==> src/rtl/sysarr_result_collector.sv <==
// Drain-side collector for the 3x3 systolic array: samples edge result ports on a fixed
// schedule after start, then streams the 3x3 matrix row-major. Option macro: SYSCOL_OVERRUN_ERR_EN.
module sysarr_result_collector #(
   parameter int N         = 32,
   parameter int DRAIN_LAT = 5
) (
   input  logic         clock,
   input  logic         reset_n,
   input  logic         start,
   input  logic [N-1:0] c53,
   input  logic [N-1:0] c54,
   input  logic [N-1:0] c55,
   input  logic [N-1:0] c35,
   input  logic [N-1:0] c45,
   output logic         busy,
   output logic [N-1:0] out_data,
   output logic [3:0]   out_idx,
   output logic         out_valid,
   input  logic         out_ready,
   output logic         out_last,
   output logic         err
);

   localparam int CW = $clog2(DRAIN_LAT + 1);

   typedef enum logic [2:0] {
      S_IDLE, S_WAIT, S_CAP_A, S_CAP_B, S_CAP_C, S_STREAM
   } state_t;

   state_t         r_state;
   logic [CW-1:0]  r_cnt;
   logic [N-1:0]   r_mat [9];
   logic           r_busy;
   logic [N-1:0]   r_data;
   logic [3:0]     r_idx;
   logic           r_valid;
   logic           r_last;

   logic           w_xfer;
   logic [3:0]     w_idx_nxt;

   assign w_xfer    = r_valid & out_ready;
   assign w_idx_nxt = r_idx + 4'd1;

   always_ff @(posedge clock or negedge reset_n) begin
      if (!reset_n) begin
         r_state <= S_IDLE;
         r_cnt   <= '0;
         r_busy  <= 1'b0;
         r_data  <= '0;
         r_idx   <= '0;
         r_valid <= 1'b0;
         r_last  <= 1'b0;
         for (int i = 0; i < 9; i++) r_mat[i] <= '0;
      end else begin
         case (r_state)
            S_IDLE: begin
               if (start) begin
                  r_state <= S_WAIT;
                  r_cnt   <= CW'(1);
                  r_busy  <= 1'b1;
               end
            end
            S_WAIT: begin
               r_cnt <= r_cnt + 1'b1;
               if (r_cnt == CW'(DRAIN_LAT - 1)) r_state <= S_CAP_A;
            end
            // Each wavefront exits the array one cycle after the previous one.
            S_CAP_A: begin
               r_mat[0] <= c55;
               r_mat[1] <= c45;
               r_mat[2] <= c35;
               r_mat[3] <= c54;
               r_mat[6] <= c53;
               r_state  <= S_CAP_B;
            end
            S_CAP_B: begin
               r_mat[4] <= c55;
               r_mat[5] <= c45;
               r_mat[7] <= c54;
               r_state  <= S_CAP_C;
            end
            S_CAP_C: begin
               r_mat[8] <= c55;
               r_state  <= S_STREAM;
               r_valid  <= 1'b1;
               r_idx    <= '0;
               r_data   <= r_mat[0];
               r_last   <= 1'b0;
            end
            S_STREAM: begin
               if (w_xfer) begin
                  if (r_idx == 4'd8) begin
                     r_state <= S_IDLE;
                     r_valid <= 1'b0;
                     r_busy  <= 1'b0;
                     r_last  <= 1'b0;
                     r_idx   <= '0;
                     r_data  <= '0;
                  end else begin
                     r_idx  <= w_idx_nxt;
                     r_data <= r_mat[w_idx_nxt];
                     r_last <= (w_idx_nxt == 4'd8);
                  end
               end
            end
            default: r_state <= S_IDLE;
         endcase
      end
   end

`ifdef SYSCOL_OVERRUN_ERR_EN
   logic r_err;
   always_ff @(posedge clock or negedge reset_n) begin
      if (!reset_n)              r_err <= 1'b0;
      else if (start && r_busy)  r_err <= 1'b1;
   end
   assign err = r_err;
`else
   assign err = 1'b0;
`endif

   assign busy      = r_busy;
   assign out_data  = r_data;
   assign out_idx   = r_idx;
   assign out_valid = r_valid;
   assign out_last  = r_last;

endmodule

==> config.mk <==
export PLATFORM = sky130hd
export DESIGN_NAME = sysarr_result_collector
export DESIGN_NICKNAME = d
export VERILOG_FILES = /design/src/rtl/sysarr_result_collector.sv
export SDC_FILE = /design/constraint.sdc
export NUM_CORES = 1
export LEC_CHECK = 0
export ABC_CLOCK_PERIOD_IN_PS = 3700
export CELL_PAD_IN_SITES_DETAIL_PLACEMENT = 0
export CELL_PAD_IN_SITES_GLOBAL_PLACEMENT = 1
export CORE_MARGIN = 3
export CORE_UTILIZATION = 42
export CTS_CLUSTER_DIAMETER = 200
export DETAILED_ROUTE_END_ITERATION = 16
export PLACE_DENSITY_LB_ADDON = 0.1
export REMOVE_ABC_BUFFERS = 1
export SYNTH_ARGS = -nofsm -noshare
export SYNTH_HDL_FRONTEND = slang
export SYNTH_SLANG_ARGS = --single-unit
export TNS_END_PERCENT = 1
==> constraint.sdc <==
create_clock -name clock -period 3.7 [get_ports clock]
set_input_delay 0.74 -clock clock [delete_from_list [all_inputs] [get_ports clock]]
set_output_delay 0.74 -clock clock [all_outputs]
set_load 0.01 [all_outputs]
### Word-level counts from Yosys, hierarchy flattened

Index checks and enable logic that the tools add are counted.

| operators by class | value |
|---|---|
| order comparisons | 1 |
| equality and inequality tests | 12 |
| add/subtract/negate cells | 2 |
| reductions and logical operators | 9 |
| bitwise gates (word level) | 2 |
| multiplexer cells | 23 |

Operators by type and width:

| operator | number |
|---|---|
| $bmux 32 s4 | 1 |
| $mux 32 | 4 |
| $pmux 32 s2 | 1 |
| $pmux 3 s6 | 1 |
| $mux 3 | 4 |
| $eq 3x3->1 const B | 3 |
| $eq 4x4->1 const B | 2 |
| $mux 4 | 2 |
| $ne 2x2->1 const B | 4 |
| $pmux 4 s2 | 1 |
| $reduce_and 4->1 | 2 |
| $eq 3x2->1 const B | 2 |
| $pmux 1 s2 | 3 |
| $pmux 3 s2 | 1 |
| $reduce_bool 2->1 | 3 |
| $ge 5x5->1 const B | 1 |
| $mux 1 | 5 |
| $not 4->5 | 1 |
| $add 4x1->4 const B | 1 |
| $reduce_and 2->1 | 2 |
| $add 3x1->3 const B | 1 |
| $eq 3x1->1 const B | 1 |
| $logic_not 3->1 | 1 |
| $reduce_and 3->1 | 1 |
| $and 1x1->1 | 1 |

| word-level totals | value |
|---|---|
| flip-flop bits (word level) | 333 |
| logic and storage cells | 65 |
| input bits | 164 |

### Depth between registers and ports, before layout

Gate-level depths: netlist (run 1).

| depth | value |
|---|---|
| depth in word-level cells | 8 |
| gate-level depth with buffers | 11 |

### Least setup slack after synthesis (run 1)

OpenSTA, ideal clock, no wires.

| timing path | value |
|---|---|
| path type | flip-flop to flip-flop |
| start | reg r_idx[0], in the netlist out_idx[0] |
| end | reg r_data[19], in the netlist out_data[19] |
| path slack | 1.027 ns |
| buffers on the path | 5 |
| setup time | 0.124 ns |
| stages on the path, launching flop included | 12 |
| arrival | 2.549 ns |
| period minus slack after synthesis | 2.673 ns |
| cells stage by stage | dfrtp_1 > buf_6 > buf_12 > buf_6 > inv_1 > ha_1 > buf_2 > buf_1 > mux4_2 > mux2i_1 > nor3_1 > a211o_1 |

| on the way | value |
|---|---|
| longest elaborated chain between the ends | 8 |

Ends and longest elaborated chain:

| item | RTL line | RTL |
|---|---|---|
| start: declaration | 35 | `logic [3:0] r_idx;` |
| start signal: assignment | 101 | `r_idx <= w_idx_nxt;` |
| $add 4x1->4 | 43 | `assign w_idx_nxt = r_idx + 4'd1;` |
| $not 4->5 (implied by the code) | 102 | `r_data <= r_mat[w_idx_nxt];` |
| $bmux 32 s4 | 102 |  |
| $mux 32 (implied by the code) (2 in a row) | 102 |  |
| $mux 32 (*) | 93 | `if (r_idx == 4'd8) begin` |
| $mux 32 (*) | 92 | `if (w_xfer) begin` |
| $pmux 32 s2 (*) | 56 | `case (r_state)` |
| end signal: assignment | 88 | `r_data <= r_mat[0];` |
| end signal: assignment | 102 |  |
| end: declaration | 34 | `logic [N-1:0] r_data;` |

Mark *: on every way between the ends. The rest lies on a longest branch, timed or not. The select of a mux whose other input is x is not followed.
A chain may end at the register's enable or synchronous reset.

### Worst setup path in the final report (run 1)

| timing path | value |
|---|---|
| start | reg r_idx[0], in the netlist out_idx[0] |
| end | reg r_data[6], in the netlist out_data[6] |

The elaborated chain is that of the path after synthesis.

==> run summary, run 1 <==
run status: completed
Vias/cell: 5.49
number of antenna-violating nets in the routed design: 0
number of cells on the worst reg-to-reg path: 7
initial detailed-routing violation count: 447
yosys warns: 0
die area: 38100 um2
Clock Tree Root: sky130_fd_sc_hd__clkbuf_16
floorplan die width: 195 um
post-synthesis sequential element count: 333
share of the core filled with cells in the final layout: 53.8%
pin slew with the least headroom to its limit: 0.966 ns
Post-Syn Area: 15000 um2
Global Route Usage Sum: 18.7%
WL met3: 1.60 mm
CTS H-tree depth: 2
area taken by flip-flops and latches: 8340 um2
power per cell area: 746 nW/um2
final setup violation count: 0
post-CTS setup buffer count: 0
number of distinct library cells after synthesis: 44
post-synthesis average cell area: 15.5 um2
routed wire length on met2: 16.9 mm
placed wire-length estimate after detailed placement: 22.9 mm
post-synthesis mux area share: 33.6%
total of hold buffers inserted after clock tree synthesis: 0
count of final hold-check violations: 0
crit share post-route: 78.3%
time the worst path needs with I/O delays and setup: 2.90 ns
post-synthesis adder-cell area fraction: 0.417%
Max Clock Freq: 345 MHz
aggregate routed wire length: 35.8 mm
PortBufs: 202
Residual DRC: 0
overflow left after global routing: 0
number of vias after detailed routing: 9038
number of enable flip-flop cells after synthesis: 0
worst ir drop on vdd: 0.000434 V
setup repair after global routing missed its margin: no
Synth Area in XOR/XNOR: 0.275%
height of the die: 195 um
class of the worst hold path: in -> async
Resize count post-CTS: 0
worst flop-to-flop path startpoint: out_idx[0]
TritonCTS clock tree: yes
proportion of layout cells with a drive suffix above 1: 28.1%
Finished Cell Area: 18800 um2
basic-gate share of the synthesized area counting and, or, nand and nor cells: 2.63%
number of diodes: 0
Clk pin slew, worst setup/hold paths: 0.06 ns
number of I/O pins: 204
setup slack on the worst flop-to-flop path: 0.80 ns
combinational family with the most area after synthesis: multiplexers
post-layout net count: 1331
DR WL/cell: 21.7 um
First-pass DRT Iterations: 4
worst slew margin relative to its limit: 35.6%
commonest register cell after synthesis: sky130_fd_sc_hd__dfrtp_1
clock skew: 0.0184 ns
max-slew violation total from the final report: 0
critical path endpoint category: flip-flop
reported max-cap violation count: 0
total area of multi-input combinational cells: 6290 um2
number of instances in the synthesized netlist: 968
startpoint-to-endpoint class of the critical path: reg -> reg
part of the Yosys area used for sequential elements: 55.5%
Synth async-reset ratio: 100%
global-route wire length before repair: 56.4 mm
initial cell density of the core: 43.1%
CP Launch Type: flip-flop
fillers: 2947
post-route met1 wirelength: 16.7 mm
Area after DPL: 17500 um2
maximum clock insertion buffer count: 3
TritonCTS Buffers: 38
Std-Cell Rows: 68
final estimated routing congestion in global placement: 0.735
top routing layer in use: met4
largest driver fanout on the critical path: 30
arrival time of the worst setup path: 3.29 ns
initial antenna violation count: 0
smallest hold slack: 0.233 ns
core outline area: 34900 um2
Area Overhead vs Synth: 25.0%
static leakage: 8.42 nW
clock latency on the worst-skew pair: 0.52 ns
number of sinks on the clock net: 333
reg-to-reg critical path endpoint: out_data[6]
vias in the first global route: 9608
largest net degree at the start of global routing: 97
complex-gate fraction of the synthesized area: 4.49%
Worst EP required: 4.09 ns
placed cells by master, fill, tap and decap left out, types with 2 or more instances in the layout:
master | synthesis | layout
sky130_fd_sc_hd__dfrtp_1 | 333 | 332
sky130_fd_sc_hd__clkdlybuf4s50_1 | 0 | 201
sky130_fd_sc_hd__mux2_2 | 188 | 188
sky130_fd_sc_hd__mux2_1 | 100 | 100
sky130_fd_sc_hd__mux4_2 | 55 | 55
sky130_fd_sc_hd__mux2i_1 | 44 | 44
sky130_fd_sc_hd__clkbuf_16 | 0 | 38
sky130_fd_sc_hd__a22o_1 | 29 | 29
sky130_fd_sc_hd__nor3_1 | 28 | 28
sky130_fd_sc_hd__a211o_1 | 28 | 28
sky130_fd_sc_hd__clkbuf_8 | 0 | 14
sky130_fd_sc_hd__buf_4 | 6 | 13
sky130_fd_sc_hd__o21ai_0 | 11 | 11
sky130_fd_sc_hd__a21oi_1 | 9 | 9
sky130_fd_sc_hd__clkbuf_1 | 14 | 8
sky130_fd_sc_hd__buf_12 | 4 | 8
sky130_fd_sc_hd__inv_1 | 7 | 7
sky130_fd_sc_hd__nand3_1 | 7 | 7
sky130_fd_sc_hd__nor2_1 | 8 | 7
sky130_fd_sc_hd__nand2_1 | 6 | 6
sky130_fd_sc_hd__mux4_1 | 5 | 5
sky130_fd_sc_hd__or3_1 | 4 | 4
sky130_fd_sc_hd__a31oi_1 | 4 | 4
sky130_fd_sc_hd__ha_1 | 5 | 4
sky130_fd_sc_hd__nand3b_1 | 3 | 3
sky130_fd_sc_hd__nand2b_1 | 3 | 3
sky130_fd_sc_hd__inv_6 | 0 | 3
sky130_fd_sc_hd__clkinv_2 | 0 | 3
sky130_fd_sc_hd__nand4b_1 | 2 | 2
sky130_fd_sc_hd__a32o_1 | 2 | 2
sky130_fd_sc_hd__and3_1 | 2 | 2
kinds of logic after synthesis:
logic type / after synthesis
buffers and inverters: 76
adders and majority gates: 5
xor gates and xnor gates: 3
muxes: 392
other: 1
AOI/OAI and AO/OA: 87
DFF: 333
and+or+nand+nor: 71
flip-flops by register name, indices dropped and copies added (netlist names):
register,cells
r_mat,288
out_data,32
out_idx,4
r_cnt,3
r_state,3
busy,1
out_last,1
out_valid,1
power breakdown:
part | internal (mW) | switching [mW] | total, mW
Combinational | 2.67 | 1.95 | 4.62
Clock | 2.26 | 1.50 | 3.75
Sequential | 4.86 | 0.772 | 5.63
cell type report:
| class | instances | share of cell area (%) |
|---|---|---|
| Clock inverter | 9 | 0.513 |
| Multi-Input combinational cell | 559 | 33.5 |
| Tap cell | 455 | 3.03 |
| Timing Repair Buffer | 223 | 12.2 |
| Sequential cell | 333 | 44.4 |
| Inverter | 7 | 0.140 |
| Clock buffer | 60 | 6.25 |
cell usage after synthesis, types with 2 or more instances:
master | number | area share [%]
sky130_fd_sc_hd__a211o_1 | 28 | 1.6
sky130_fd_sc_hd__a21o_1 | 2 | 0.10
sky130_fd_sc_hd__a21oi_1 | 9 | 0.30
sky130_fd_sc_hd__a22o_1 | 29 | 1.7
sky130_fd_sc_hd__a31oi_1 | 4 | 0.17
sky130_fd_sc_hd__a32o_1 | 2 | 0.13
sky130_fd_sc_hd__and3_1 | 2 | 0.083
sky130_fd_sc_hd__buf_1 | 4 | 0.10
sky130_fd_sc_hd__buf_12 | 4 | 0.53
sky130_fd_sc_hd__buf_2 | 35 | 1.2
sky130_fd_sc_hd__buf_4 | 6 | 0.30
sky130_fd_sc_hd__buf_6 | 4 | 0.30
sky130_fd_sc_hd__clkbuf_1 | 14 | 0.35
sky130_fd_sc_hd__clkbuf_4 | 2 | 0.10
sky130_fd_sc_hd__dfrtp_1 | 333 | 55
sky130_fd_sc_hd__ha_1 | 5 | 0.42
sky130_fd_sc_hd__inv_1 | 7 | 0.17
sky130_fd_sc_hd__mux2_1 | 100 | 7.5
sky130_fd_sc_hd__mux2_2 | 188 | 14
sky130_fd_sc_hd__mux2i_1 | 44 | 2.9
sky130_fd_sc_hd__mux4_1 | 5 | 0.87
sky130_fd_sc_hd__mux4_2 | 55 | 8.2
sky130_fd_sc_hd__nand2_1 | 6 | 0.15
sky130_fd_sc_hd__nand2b_1 | 3 | 0.12
sky130_fd_sc_hd__nand3_1 | 7 | 0.23
sky130_fd_sc_hd__nand3b_1 | 3 | 0.15
sky130_fd_sc_hd__nand4b_1 | 2 | 0.12
sky130_fd_sc_hd__nor2_1 | 8 | 0.20
sky130_fd_sc_hd__nor2b_1 | 2 | 0.083
sky130_fd_sc_hd__nor3_1 | 28 | 0.93
sky130_fd_sc_hd__o21ai_0 | 11 | 0.37
sky130_fd_sc_hd__or3_1 | 4 | 0.17
stage by stage:
stage          setup slack (ns)  TNS, ns  std cells  power [mW]
3_5_place_dp              0.776        0       1577        10.4
4_1_cts                   0.764        0       1646        14.2
3_3_place_gp              0.836        0       1577        10.3
2_1_floorplan             -4.15  -742.97        899        8.88
6_report                  0.805        0       1646        14.0
5_1_grt                   0.618        0       1646        14.8
routing by layer:
layer,up-vias,track usage [%]
met2,188,30.1
met3,43,3.35
li1,4033,-
met1,4774,27.0
met4,0,3.67
met5,-,0
worst max-delay path by stage:
| stage | from | end | slack (ns) | depth (start not counted) |
|---|---|---|---|---|
| 3_3_place_gp | out_idx[0] | out_data[8] | 0.84 | 7 |
| 6_report | out_idx[0] | out_data[6] | 0.80 | 7 |
| 3_5_place_dp | out_idx[0] | out_data[16] | 0.78 | 7 |
| 5_1_grt | out_idx[0] | out_data[20] | 0.62 | 7 |
| 4_1_cts | out_idx[0] | out_data[8] | 0.76 | 7 |
| 2_1_floorplan | r_state[0] | r_mat[191] | -4.15 | 2 |
worst max-delay path: stages (launching register included):
cell,delay (ns)
sky130_fd_sc_hd__dfrtp_4,0.66
sky130_fd_sc_hd__inv_1,0.14
sky130_fd_sc_hd__ha_4,0.59
sky130_fd_sc_hd__buf_4,0.48
sky130_fd_sc_hd__mux4_2,0.37
sky130_fd_sc_hd__mux2i_1,0.13
sky130_fd_sc_hd__nor3_1,0.06
sky130_fd_sc_hd__a211o_1,0.30
(Power assumes the default switching activity.)
==> run 2, diff against run 1 <==
ABC_CLOCK_PERIOD_IN_PS = 3000   (was 3700)
clock period = 3 ns   (was 3.7 ns; I/O delays follow)
==> run 2 against run 1 <==
First-iteration DRC count is 30% lower. Clock skew is 0.0033 ns lower. Critical path depth is 5 lower. Cell count is 0.61% higher. Largest power group unchanged. Critical path type is now reg -> out. Highest routed layer is now met5. Hold slack worse by 0.16 ns. Via count is 0.52% higher. Flip-flop and latch count stayed put. Combinational power is 26% higher.
==> run summary, run 2 (same netlist as run 1, synthesis figures left out) <==
Gate power share: 33.9%
Critical-path top delay cell: sky130_fd_sc_hd__clkdlybuf4s50_1
Area after DPL: 17600 um2
critical path endpoint category: output port
depth of the critical timing path with buffers and inverters included: 2
Critical Path End: out_idx[0]
max-slew violation total from the final report: 0
Clk pin slew, worst setup/hold paths: 0.06 ns
setup slack on the worst flop-to-flop path: 0.64 ns
worst slew margin relative to its limit: 31.8%
post-layout net count: 1342
switching share of power: 30.0%
count of buffering cells on the critical path with inverters included: 2
initial cell density of the core: 43.1%
Vias/cell: 5.49
Finished Cell Area: 18800 um2
final-layout setup total negative slack: 0 ns
chain of cells forming the critical path: buf_12 -> clkdlybuf4s50_1
startpoint-to-endpoint class of the critical path: reg -> out
vias in the first global route: 9769
DR WL/cell: 21.3 um
Resize count post-CTS: 0
initial detailed-routing violation count: 312
delay of the slowest critical-path stage: 0.62 ns
smallest hold slack: 0.0697 ns
share of the core filled with cells in the final layout: 54.0%
number of sinks on the clock net: 333
total area of multi-input combinational cells: 6290 um2
static leakage: 8.48 nW
run status: completed
number of cells in the finished layout apart from fillers: 1656
height of the die: 195 um
maximum clock insertion buffer count: 3
fin worst setup slack: 0.463 ns
power dissipated by switching net loads: 5.15 mW
Area Overhead vs Synth: 25.5%
time the worst path needs with I/O delays and setup: 2.54 ns
number of diodes: 0
highest-count cells in the layout ignoring fill and taps: 332 x sky130_fd_sc_hd__dfrtp_1, 201 x sky130_fd_sc_hd__clkdlybuf4s50_1, 188 x sky130_fd_sc_hd__mux2_2, 100 x sky130_fd_sc_hd__mux2_1, 55 x sky130_fd_sc_hd__mux4_2
launch point of the worst path: out_idx[0]
post-layout total power: 17.2 mW
placed wire-length estimate after detailed placement: 23.2 mm
TritonCTS Buffers: 39
total of hold buffers inserted after clock tree synthesis: 0
crit share post-route: 84.6%
Global Route Usage Sum: 18.7%
placed insts: 1587
part of the total power dissipated in the clock network: 26.1%
post-CTS setup buffer count: 0
First-pass DRT Iterations: 4
reg-to-reg critical path endpoint: out_data[14]
reported max-cap violation count: 0
die area: 38100 um2
arrival time of the worst setup path: 1.94 ns
most common cell after layout, fill and taps aside: sky130_fd_sc_hd__dfrtp_1
number of antenna-violating nets in the routed design: 0
power per cell area: 911 nW/um2
Residual DRC: 0
TritonCTS clock tree: yes
count of final hold-check violations: 0
number of cells on the worst reg-to-reg path: 6
PortBufs: 202
CTS H-tree depth: 2
worst flop-to-flop path startpoint: out_idx[0]
Most flops, register: r_mat
clock skew: 0.0151 ns
area taken by flip-flops and latches: 8340 um2
Max Clock Freq: 394 MHz
kind of cell adding the most delay to the critical path: buffers and inverters
largest driver fanout on the critical path: 49
overflow left after global routing: 0
number of I/O pins: 204
largest net degree at the start of global routing: 79
cell-internal power: 12.0 mW
worst ir drop on vdd: 0.000423 V
aggregate routed wire length: 35.3 mm
final estimated routing congestion in global placement: 0.716
setup repair after global routing missed its margin: no
final setup violation count: 0
fillers: 2976
Largest register FFs: 288
proportion of layout cells with a drive suffix above 1: 28.8%
initial antenna violation count: 1
clock latency on the worst-skew pair: 0.52 ns
floorplan die width: 195 um
Std-Cell Rows: 68
pin slew with the least headroom to its limit: 1.02 ns
Sequential Power Share: 40.0%
class of the worst hold path: in -> async
CP Launch Type: flip-flop
Worst EP required: 2.40 ns
Clock Tree Root: sky130_fd_sc_hd__clkbuf_16
global-route wire length before repair: 56.6 mm
pre-CTS setup slack: 0.570 ns
number of vias after detailed routing: 9085
core outline area: 34900 um2
## run 2: cell types whose count changed in the layout (fill, tap and decap cells not counted), sizes merged
cell	previous run	this run
buf	22	32
clkbuf	60	58
clkinv	5	9
bufinv	1	0
inv	10	9
## run 2: final cells by class
type                       count  area share (%)
multi-input combinational    559            33.4
sequential                   333            44.2
tap                          455            3.02
timing repair buffer         233            12.7
inverter                       7           0.139
clock inverter                11           0.332
clock buffer                  58            6.19
## run 2: worst min-delay path by stage
stage	endpoint	depth (start not counted)	slack (ns)
floorplan	busy	0	0.30
global placement	out_data[8]	1	0.46
detailed placement	out_data[28]	1	0.47
CTS	r_mat[79]	1	0.1
global route	r_mat[252]	1	0.11
finish	r_mat[252]	1	0.07
## run 2: metal layers
metal,wire length (um),up-vias,GRT usage (%),share of wire [%]
met5,13,-,0,0.037
met4,535,2,4.09,1.5
li1,-,4072,-,-
met1,16600,4756,27.5,47
met3,1660,51,3.26,4.7
met2,16600,204,29.4,47
## run 2: power groups by stage
stage,combinational (mW),clock (mW),sequential [mW]
final,5.82,4.49,6.86
after global routing,6.35,4.82,7.05
after CTS,5.94,4.63,6.86
after detailed placement,5.92,0,6.93
after global placement,5.82,0,6.89
after floorplan,4.10,0,6.85
